==> src/rtl/polar_pkg.sv <==
// Shared types and constants for the polar_seq magnitude/angle sequencer.
package polar_pkg;

  typedef enum logic [2:0] {
    S_IDLE,
    S_SQX,
    S_SQY,
    S_ROOT,
    S_DIV,
    S_DONE
  } state_t;

  localparam int FRAC      = 4;
  localparam int DIV_ITERS = 5;
  localparam int THETA_W   = 7;

  // round(atan(i/16) in degrees), indexed by the 0..16 ratio quotient
  localparam logic [THETA_W-1:0] ATAN_LUT [0:16] = '{
    7'd0,  7'd4,  7'd7,  7'd11, 7'd14, 7'd17, 7'd21, 7'd24, 7'd27,
    7'd29, 7'd32, 7'd35, 7'd37, 7'd39, 7'd41, 7'd43, 7'd45
  };

endpackage

==> src/rtl/polar_seq_if.sv <==
// Operand/result handshake bundle for polar_seq; master drives operands, slave returns results.
interface polar_seq_if #(
  parameter int W = 8
);
  logic         in_valid;
  logic         in_ready;
  logic [W-1:0] in_x;
  logic [W-1:0] in_y;
  logic         out_valid;
  logic         out_ready;
  logic [W:0]   out_mag;
  logic [6:0]   out_theta;

  modport master (
    output in_valid, in_x, in_y, out_ready,
    input  in_ready, out_valid, out_mag, out_theta
  );

  modport slave (
    input  in_valid, in_x, in_y, out_ready,
    output in_ready, out_valid, out_mag, out_theta
  );
endinterface

==> src/rtl/polar_isqrt.sv <==
// Iterative floor square root, two radicand bits per cycle, W+1 cycles per root.
module polar_isqrt #(
  parameter int W = 8
) (
  input  logic         clk,
  input  logic         rst,
  input  logic         start,
  input  logic [2*W:0] radicand,
  output logic         done,
  output logic [W:0]   root
);
  localparam int ITERS = W + 1;
  localparam int RW    = W + 4;
  localparam int CW    = $clog2(ITERS);

  logic                 run;
  logic [CW-1:0]        cnt;
  logic [2*ITERS-1:0]   rad_sh;
  logic [RW-1:0]        rem;
  logic [2*ITERS-1:0]   rad_src;
  logic [RW-1:0]        rem_src;
  logic [W:0]           root_src;
  logic [RW-1:0]        rem_try;
  logic [RW-1:0]        trial;
  logic                 fits;

  // The first digit is resolved on the start edge itself, straight from the radicand port
  always_comb begin
    rad_src  = run ? rad_sh : {1'b0, radicand};
    rem_src  = run ? rem : '0;
    root_src = run ? root : '0;
    rem_try  = {rem_src[RW-3:0], rad_src[2*ITERS-1 -: 2]};
    trial    = {1'b0, root_src, 2'b01};
    fits     = (rem_try >= trial);
    done     = run && (cnt == CW'(ITERS - 1));
  end

  always_ff @(posedge clk) begin
    if (rst) begin
      run    <= 1'b0;
      cnt    <= '0;
      rad_sh <= '0;
      rem    <= '0;
      root   <= '0;
    end else if (run || start) begin
      rad_sh <= rad_src << 2;
      rem    <= fits ? (rem_try - trial) : rem_try;
      root   <= {root_src[W-1:0], fits};
      if (!run) begin
        run <= 1'b1;
        cnt <= CW'(1);
      end else if (done) begin
        run <= 1'b0;
        cnt <= '0;
      end else begin
        cnt <= cnt + CW'(1);
      end
    end
  end

endmodule

==> src/rtl/polar_seq.sv <==
// Cartesian-to-polar sequencer: shared squarer, iterative sqrt, optional ratio divide + atan LUT.
// Angle path is built only when POLAR_ANGLE_EN is defined; otherwise out_theta is tied to 0.
module polar_seq
  import polar_pkg::*;
#(
  parameter int W = 8
) (
  input  logic       clk,
  input  logic       rst,
  polar_seq_if.slave bus,
  output logic       busy
);
  state_t         state_q;
  state_t         state_d;
  logic [W-1:0]   x_reg;
  logic [W-1:0]   y_reg;
  logic [W-1:0]   sq_op;
  logic [2*W-1:0] product;
  logic [2*W:0]   acc;
  logic           sqrt_start;
  logic           sqrt_done;
  logic [W:0]     sqrt_root;

`ifdef POLAR_ANGLE_EN
  logic           x_ge_y;
  logic           large_zero;
  logic           q_fit;
  logic           div_bit;
  logic [W-1:0]   small_op;
  logic [W-1:0]   large_op;
  logic [W:0]     div_rem;
  logic [W:0]     rem_shift;
  logic [FRAC:0]  div_q;
  logic [FRAC:0]  q_next;
  logic [FRAC:0]  q_sel;
  logic [2:0]     div_cnt;
  logic [6:0]     lut_deg;
  logic [6:0]     theta_next;
  logic [6:0]     theta_q;
`endif

  always_ff @(posedge clk) begin
    if (rst) state_q <= S_IDLE;
    else     state_q <= state_d;
  end

  always_comb begin
    state_d       = state_q;
    bus.in_ready  = (state_q == S_IDLE);
    bus.out_valid = (state_q == S_DONE);
    busy          = (state_q != S_IDLE);
    sqrt_start    = (state_q == S_ROOT);
    case (state_q)
      S_IDLE: if (bus.in_valid) state_d = S_SQX;
      S_SQX:  state_d = S_SQY;
      S_SQY:  state_d = S_ROOT;
      S_ROOT: begin
        if (sqrt_done) begin
`ifdef POLAR_ANGLE_EN
          state_d = S_DIV;
`else
          state_d = S_DONE;
`endif
        end
      end
      S_DIV: begin
`ifdef POLAR_ANGLE_EN
        if (div_cnt == 3'(DIV_ITERS - 1)) state_d = S_DONE;
`else
        state_d = S_DONE;
`endif
      end
      S_DONE:  if (bus.out_ready) state_d = S_IDLE;
      default: state_d = S_IDLE;
    endcase
  end

  // One squarer shared over two cycles: x² in SQX, then y² accumulated in SQY
  always_comb begin
    sq_op   = (state_q == S_SQY) ? y_reg : x_reg;
    product = {{W{1'b0}}, sq_op} * {{W{1'b0}}, sq_op};
  end

  always_ff @(posedge clk) begin
    if (rst) begin
      x_reg <= '0;
      y_reg <= '0;
      acc   <= '0;
    end else begin
      if (state_q == S_IDLE && bus.in_valid) begin
        x_reg <= bus.in_x;
        y_reg <= bus.in_y;
      end
      if (state_q == S_SQX) acc <= {1'b0, product};
      if (state_q == S_SQY) acc <= acc + {1'b0, product};
    end
  end

  polar_isqrt #(.W(W)) u_isqrt (
    .clk      (clk),
    .rst      (rst),
    .start    (sqrt_start),
    .radicand (acc),
    .done     (sqrt_done),
    .root     (sqrt_root)
  );

  assign bus.out_mag = sqrt_root;

`ifdef POLAR_ANGLE_EN
  // Dividend is small<<FRAC; seeding the remainder with small>>1 leaves small[0] as the only nonzero bit to shift in
  always_comb begin
    x_ge_y     = (x_reg >= y_reg);
    small_op   = x_ge_y ? y_reg : x_reg;
    large_op   = x_ge_y ? x_reg : y_reg;
    large_zero = (large_op == '0);
    div_bit    = (div_cnt == 3'd0) ? small_op[0] : 1'b0;
    rem_shift  = {div_rem[W-1:0], div_bit};
    q_fit      = (rem_shift >= {1'b0, large_op});
    q_next     = {div_q[FRAC-1:0], q_fit};
    q_sel      = large_zero ? '0 : q_next;
    lut_deg    = ATAN_LUT[q_sel];
    theta_next = x_ge_y ? lut_deg : (7'd90 - lut_deg);
  end

  always_ff @(posedge clk) begin
    if (rst) begin
      div_rem <= '0;
      div_q   <= '0;
      div_cnt <= '0;
      theta_q <= '0;
    end else if (state_q == S_ROOT && sqrt_done) begin
      div_rem <= {2'b00, small_op[W-1:1]};
      div_q   <= '0;
      div_cnt <= '0;
    end else if (state_q == S_DIV) begin
      div_cnt <= div_cnt + 3'd1;
      if (!large_zero) begin
        div_rem <= q_fit ? (rem_shift - {1'b0, large_op}) : rem_shift;
        div_q   <= q_next;
      end
      if (div_cnt == 3'(DIV_ITERS - 1)) theta_q <= theta_next;
    end
  end

  assign bus.out_theta = theta_q;
`else
  assign bus.out_theta = '0;
`endif

endmodule

==> src/flat_wrapper.sv <==
// flat-port wrapper written by rule: the top's interface ports become plain ports
module polar_seq_flat import polar_pkg::*;
#(
  parameter int W = 8
)
  (clk, rst, busy, bus_in_valid, bus_in_x, bus_in_y, bus_out_ready, bus_in_ready, bus_out_valid, bus_out_mag, bus_out_theta);
  polar_seq_if #(.W(W)) bus_i ();
  input  logic clk;
  input  logic rst;
  output logic busy;
  input wire logic [$bits(bus_i.in_valid)-1:0] bus_in_valid;
  input wire logic [$bits(bus_i.in_x)-1:0] bus_in_x;
  input wire logic [$bits(bus_i.in_y)-1:0] bus_in_y;
  input wire logic [$bits(bus_i.out_ready)-1:0] bus_out_ready;
  output wire logic [$bits(bus_i.in_ready)-1:0] bus_in_ready;
  output wire logic [$bits(bus_i.out_valid)-1:0] bus_out_valid;
  output wire logic [$bits(bus_i.out_mag)-1:0] bus_out_mag;
  output wire logic [$bits(bus_i.out_theta)-1:0] bus_out_theta;
  assign bus_i.in_valid = bus_in_valid;
  assign bus_i.in_x = bus_in_x;
  assign bus_i.in_y = bus_in_y;
  assign bus_i.out_ready = bus_out_ready;
  assign bus_in_ready = bus_i.in_ready;
  assign bus_out_valid = bus_i.out_valid;
  assign bus_out_mag = bus_i.out_mag;
  assign bus_out_theta = bus_i.out_theta;
  polar_seq #(.W(W)) u_core (.clk(clk), .rst(rst), .bus(bus_i), .busy(busy));
endmodule
==> config.mk <==
export PLATFORM = sky130hd
export DESIGN_NAME = polar_seq_flat
export DESIGN_NICKNAME = d
export VERILOG_FILES = /design/src/rtl/polar_pkg.sv /design/src/rtl/polar_seq_if.sv /design/src/rtl/polar_isqrt.sv /design/src/rtl/polar_seq.sv /design/src/flat_wrapper.sv
export SDC_FILE = /design/constraint.sdc
export NUM_CORES = 1
export LEC_CHECK = 0
export BUFFER_PORTS_ARGS = -buffer_cell sky130_fd_sc_hd__buf_2
export CORE_MARGIN = 4
export CORE_UTILIZATION = 25
export DETAILED_ROUTE_END_ITERATION = 12
export PLACE_DENSITY = 0.44
export SLEW_MARGIN = 15
export SYNTH_ARGS = -nofsm -noshare
export SYNTH_HDL_FRONTEND = slang
export SYNTH_SLANG_ARGS = --single-unit
==> constraint.sdc <==
create_clock -name clk -period 7.6 [get_ports clk]
set_input_delay 0.38 -clock clk [delete_from_list [all_inputs] [get_ports clk]]
set_output_delay 0.38 -clock clk [all_outputs]
set_load 0.05 [all_outputs]
# After elaboration in Yosys (flattened, before gate mapping)
# Cells that the tools add are included.
# op_classes
mux	15
n_eq_ne	9
n_lt_le_gt_ge	1
mul	1
n_reduce_logical	7
add_sub_neg	3
# op_table
op	count
$mux 17	2
$mux 10	2
$mux 18	1
$pmux 3 s6	1
$add 17x16->17	1
$mul 8x8->16	1
$ge 12x11->1	1
$sub 10x10->10	1
$mux 3	3
$mux 9	1
$mux 4	2
$mux 8	1
$eq 3x2->1 const B	2
$eq 3x3->1 const B	2
$add 4x1->4 const B	1
$eq 4x4->1 const B	1
$ne 2x2->1 const B	2
$eq 3x1->1 const B	1
$logic_not 3->1	1
$reduce_and 3->1	1
$reduce_bool 3->1	1
$logic_and 1x1->1	2
$mux 1	2
$ne 2x1->1 const B	1
2 further kinds	2
# totals
elab_cells	45
output_inout_bits	19
register_bits	76
in_bits	20

# Longest topological paths before layout
# depth
ltp_word	5
mapped_depth	28
ltp_nobuf	26

# Hierarchy
# Synthesis repeated with hierarchy kept, for this count alone.
# unflattened
hier_cells	780
area_unflattened_um2	6246.0
# by_module_without_submodules
module	n_inst	area_per_inst_um2	seq_area_each_um2	cells_each
polar_seq	1	3881.2	720.7	493
polar_isqrt	1	2364.8	800.8	287

# Worst setup path before layout
# OpenSTA, ideal clock, no wires.
# synth_timing
kind	flip-flop to flip-flop
start	reg u_core.state_q[1]
end	reg u_core.acc[16]
synth_period_minus_slack_ns	6.728
arrival_time_ns	6.664
setup_slack_ns	0.872
setup_time_ns	0.064
required_time_ns	7.536
stages_incl_launch_ff	27
n_path_buf	2
cell_sequence	dfxtp_1 -> buf_2 -> inv_1 -> nor3_1 -> buf_4 -> mux2i_1 -> or2_2 -> inv_1 -> fa_1 -> fa_1 -> inv_1 -> fa_1 -> fa_1 -> inv_1 -> ha_1 -> and3_1 -> a221oi_1 -> o21ai_0 -> a21oi_1 -> xnor2_1 -> ha_1 -> and3_1 -> a41o_2 -> a311oi_4 -> a21oi_2 -> mux2_1 -> nor2_1
# synth_between
elab_chain_len	5
word_cells_on_any_way	7
classes_between	1 x add/sub; 1 x mul; 2 x eq/ne; 2 x mux; 1 x reduce/logical
# synth_lines
element	line	rtl
start: declaration	polar_seq.sv:13	state_t state_q;
start signal: assignment	polar_seq.sv:44	else state_q <= state_d;
$eq 3x2->1	polar_seq.sv:80, polar_seq.sv:95	
$mux 8	polar_seq.sv:80	sq_op = (state_q == S_SQY) ? y_reg : x_reg;
$mul 8x8->16	polar_seq.sv:81	product = {{W{1'b0}}, sq_op} * {{W{1'b0}}, sq_op};
$add 17x16->17	polar_seq.sv:95	if (state_q == S_SQY) acc <= acc + {1'b0, product};
$mux 17	polar_seq.sv:95	
end signal: assignment	polar_seq.sv:94	if (state_q == S_SQX) acc <= {1'b0, product};
end signal: assignment	polar_seq.sv:95	
end: declaration	polar_seq.sv:19	logic [2*W:0] acc;
# Several ways; a longest one is shown, not always the timed one.
# A chain may end at the register's enable or synchronous reset.

# Worst setup path after layout
# Ends and elaborated chain as after synthesis.

==> impl_results.md <==
* Crit path DAT at around 7300 ps
* Clk buf depth at 2
* Nets at 891
* First-pass GRT wire length at 26.21 mm
* Vias post-DR at 5,186
* Post-Route WL at approximately 16 mm
* Top register by number of flip-flops: u_core.acc
* CTS Sinks at 76
* Setup WS pre-CTS at 569.4 ps
* Post-synth top flop: dfxtp_1
* Actual slew at the worst max-slew pin at 831.0 ps
* IO buf count at 31
* Die width at 164.7 um
* Post-synth cell types at 67
* Die area at 27,120 um2
* Number of global-route vias before repair at 5,045
* Setup repair bufs after CTS at 0
* Max FFs per register at 17
* FFs w/ async S/R, synth at 0%
* CP Class: reg2reg
* Max-cap violations at 0
* Initial Utilization at 25.31%
* Biggest regs: u_core.acc x17, u_core.u_isqrt.rad_sh x16, u_core.u_isqrt.rem x10
* Initial DRC Count at between 400 and 500
* Startpoint types: flop
* Number of synthesized flops with an enable pin at 0
* Antenna viol nets, final at 0
* TritonCTS clock tree: yes
* Root Driver: clkbuf_16
* Leak at 3.155 nW
* Relative slew slack at 44.43%
* Yosys warning total at 0
* Most frequent cells in the layout: nor2_1 (93), nand2_1 (93), dfxtp_1 (75)
* Final WS setup at 541.9 ps
* Post-cts gate resize count at 0
* Remaining global-route overflow at 0
* Drt wl/cell at 14.12 um
* Tot GR Track Use at 11.99%
* Fmax achieved at 141.7 MHz
* Setup TNS at 0 ps
* Setup crit end kind: flop
* IO Pins at 39
* Clk_lat worst skew at 340 ps
* Max-slew violation count at 0
* Setup crit end: u_core.acc[16]$_SDFFE_PP0N_
* # H-tree levels at 3
* Number of synthesized register bits at 76
* Reg clk slew, reported paths at approximately 70 ps
* Max FO, Critical Path at 10
* Worst Hold Class: in2reg
* Sequential area share after synthesis at about a quarter
* Worst Path Required at 7870 ps
* Final Setup Violations at 0
* Synth Cell Area at 6137 um2
* Largest net degree at the start of global routing at 42
* Post-route minimum period at between 7000 and 8000 ps
* Ant diodes at 0
* Mean Syn Cell Area at 7.991 um2
* Core Rows at 57
* GPL Wtd Cong at 0.8304
* Hold Buf Count CTS at 0
* Worst R2R Setup Slack at ~540 ps
* DRC at 0
* PwrDens at 162.5 nW/um2
* Vias per inst at around 4.6
* CP startpoint: u_core.state_q[1]$_SDFFE_PP0P_
* Post-DP HPWL at 11.97 mm
* Unrepaired setup endpoints after global routing: no
* Layout area overhead at 12.93%
* Layout cells sized above 1 at between 10 and 15%
* Max Clock Skew at between 10 and 15 ps
* Drt pass-1 iters at 4
* Period utilisation layout at 92.87%
* Die outline height at 164.7 um
* Hold WS at 274.9 ps
* Outcome: finished clean
* Critical R2R Launch: u_core.state_q[1]$_SDFFE_PP0P_
* Core footprint at roughly 24,000 um2
* R2R depth at 26
* Worst VDD drop at 0.1002 mV
* Initial antenna violation count at 0
* Post-Syn Instances at approximately 770
* Total CTS buffers at 9
* Final Hold Viols at 0
* Reg-to-reg endpoint: u_core.acc[16]$_SDFFE_PP0N_
power by group:
part | total, mW | switching (mW) | internal, mW | leakage [nW]
Sequential | 0.436 | 0.0181 | 0.418 | 0.618
Clock | 0.446 | 0.181 | 0.265 | 0.146
Combinational | 0.244 | 0.155 | 0.0895 | 2.39
Total | 1.13 | 0.354 | 0.773 | 3.15
layout make-up:
class                           instances  area (um2)
Fill cell                            2637       17320
Multi-Input combinational cell        595        4222
Sequential cell                        76        1523
Tap cell                              324       405.4
Clock buffer                           11       242.7
Inverter                               64       240.2
Timing Repair Buffer                   42       237.7
Clock inverter                          5       60.06
metal layers:
metal  up-vias  part of all wire, %  global-route usage [%]
met5         -                    0                       0
met4         0                  2.2                   4.008
met3        18                  2.5                   2.096
met2        63                   48                   19.70
met1      2431                   48                   15.95
li1       2674                    -                       -
synth_stat cells, types with 3 or more instances:
cell type | count | area share, %
nand2_1 | 93 | 5.7
nor2_1 | 93 | 5.7
dfxtp_1 | 76 | 25
a21oi_1 | 74 | 6.0
inv_1 | 64 | 3.9
ha_1 | 58 | 12
mux2i_1 | 26 | 4.2
xnor2_1 | 26 | 3.7
fa_1 | 25 | 8.2
o21ai_0 | 24 | 2.0
clkbuf_1 | 19 | 1.2
and2_1 | 12 | 1.2
nor3_1 | 10 | 0.82
o21a_1 | 10 | 1.2
a311oi_1 | 9 | 1.3
and3_1 | 9 | 0.92
buf_2 | 9 | 0.73
nand3_1 | 9 | 0.73
a21o_1 | 8 | 0.98
buf_4 | 8 | 0.98
xor2_1 | 7 | 1.0
a211oi_1 | 6 | 0.73
a31oi_1 | 6 | 0.61
nand2b_1 | 6 | 0.61
nor2b_1 | 6 | 0.61
or2_2 | 6 | 0.61
or3_1 | 6 | 0.61
a22oi_1 | 5 | 0.61
a211o_1 | 4 | 0.57
o22ai_1 | 4 | 0.41
a221oi_1 | 3 | 0.43
buf_1 | 3 | 0.18
nor3b_1 | 3 | 0.37
nor4_1 | 3 | 0.31
stage by stage:
stage,instance area [um2],std cells,utilization [%],total power [mW]
6_report,6930,1117,28.58,1.126
5_1_grt,6930,1117,28.58,1.194
2_1_floorplan,6160,774,-,0.6290
3_3_place_gp,6628,1101,27.33,0.6929
4_1_cts,6930,1117,28.58,1.145
3_5_place_dp,6628,1101,27.33,0.6908
how the worst min path moves through the flow:
stage / from / to / slack (ps) / cells past startpoint
6_report: bus_in_x[4] / u_core.x_reg[4]$_SDFFE_PP0P_ / 270 / 3
3_5_place_dp: u_core.y_reg[4]$_SDFFE_PP0P_ / u_core.y_reg[4]$_SDFFE_PP0P_ / 450 / 2
4_1_cts: bus_in_y[4] / u_core.y_reg[4]$_SDFFE_PP0P_ / 260 / 3
3_3_place_gp: u_core.y_reg[3]$_SDFFE_PP0P_ / u_core.y_reg[3]$_SDFFE_PP0P_ / 450 / 2
2_1_floorplan: u_core.x_reg[2]$_SDFFE_PP0P_ / u_core.x_reg[2]$_SDFFE_PP0P_ / 440 / 2
5_1_grt: bus_in_y[4] / u_core.y_reg[4]$_SDFFE_PP0P_ / 270 / 3
critical path, cell delays in order, from the launching register on:
cell	delay, ps
dfxtp_1	300
buf_4	160
inv_1	100
nor3_2	180
buf_4	210
mux2i_1	650
or2_2	260
inv_1	60
fa_1	480
fa_1	550
inv_1	60
fa_1	500
fa_1	540
inv_1	40
ha_1	360
and3_1	190
a221oi_1	260
o21ai_0	160
a21oi_1	200
xnor2_1	160
ha_1	330
and3_1	190
a41o_2	240
a311oi_4	310
a21oi_2	90
mux2_1	310
nor2_1	80
cell families after synthesis:
logic type / after synthesis / share of synthesized area (%)
AND/OR/NAND/NOR: 265 / 19.35
AO/OA/AOI/OAI: 178 / 19.29
buffers and inverters: 103 / 6.972
adder cells (fa/ha/maj): 83 / 19.98
flip-flops: 76 / 24.79
XOR/XNOR: 33 / 4.710
multiplexers: 29 / 4.852
other: 1 / 0.06110
(Power assumes the default switching activity.)
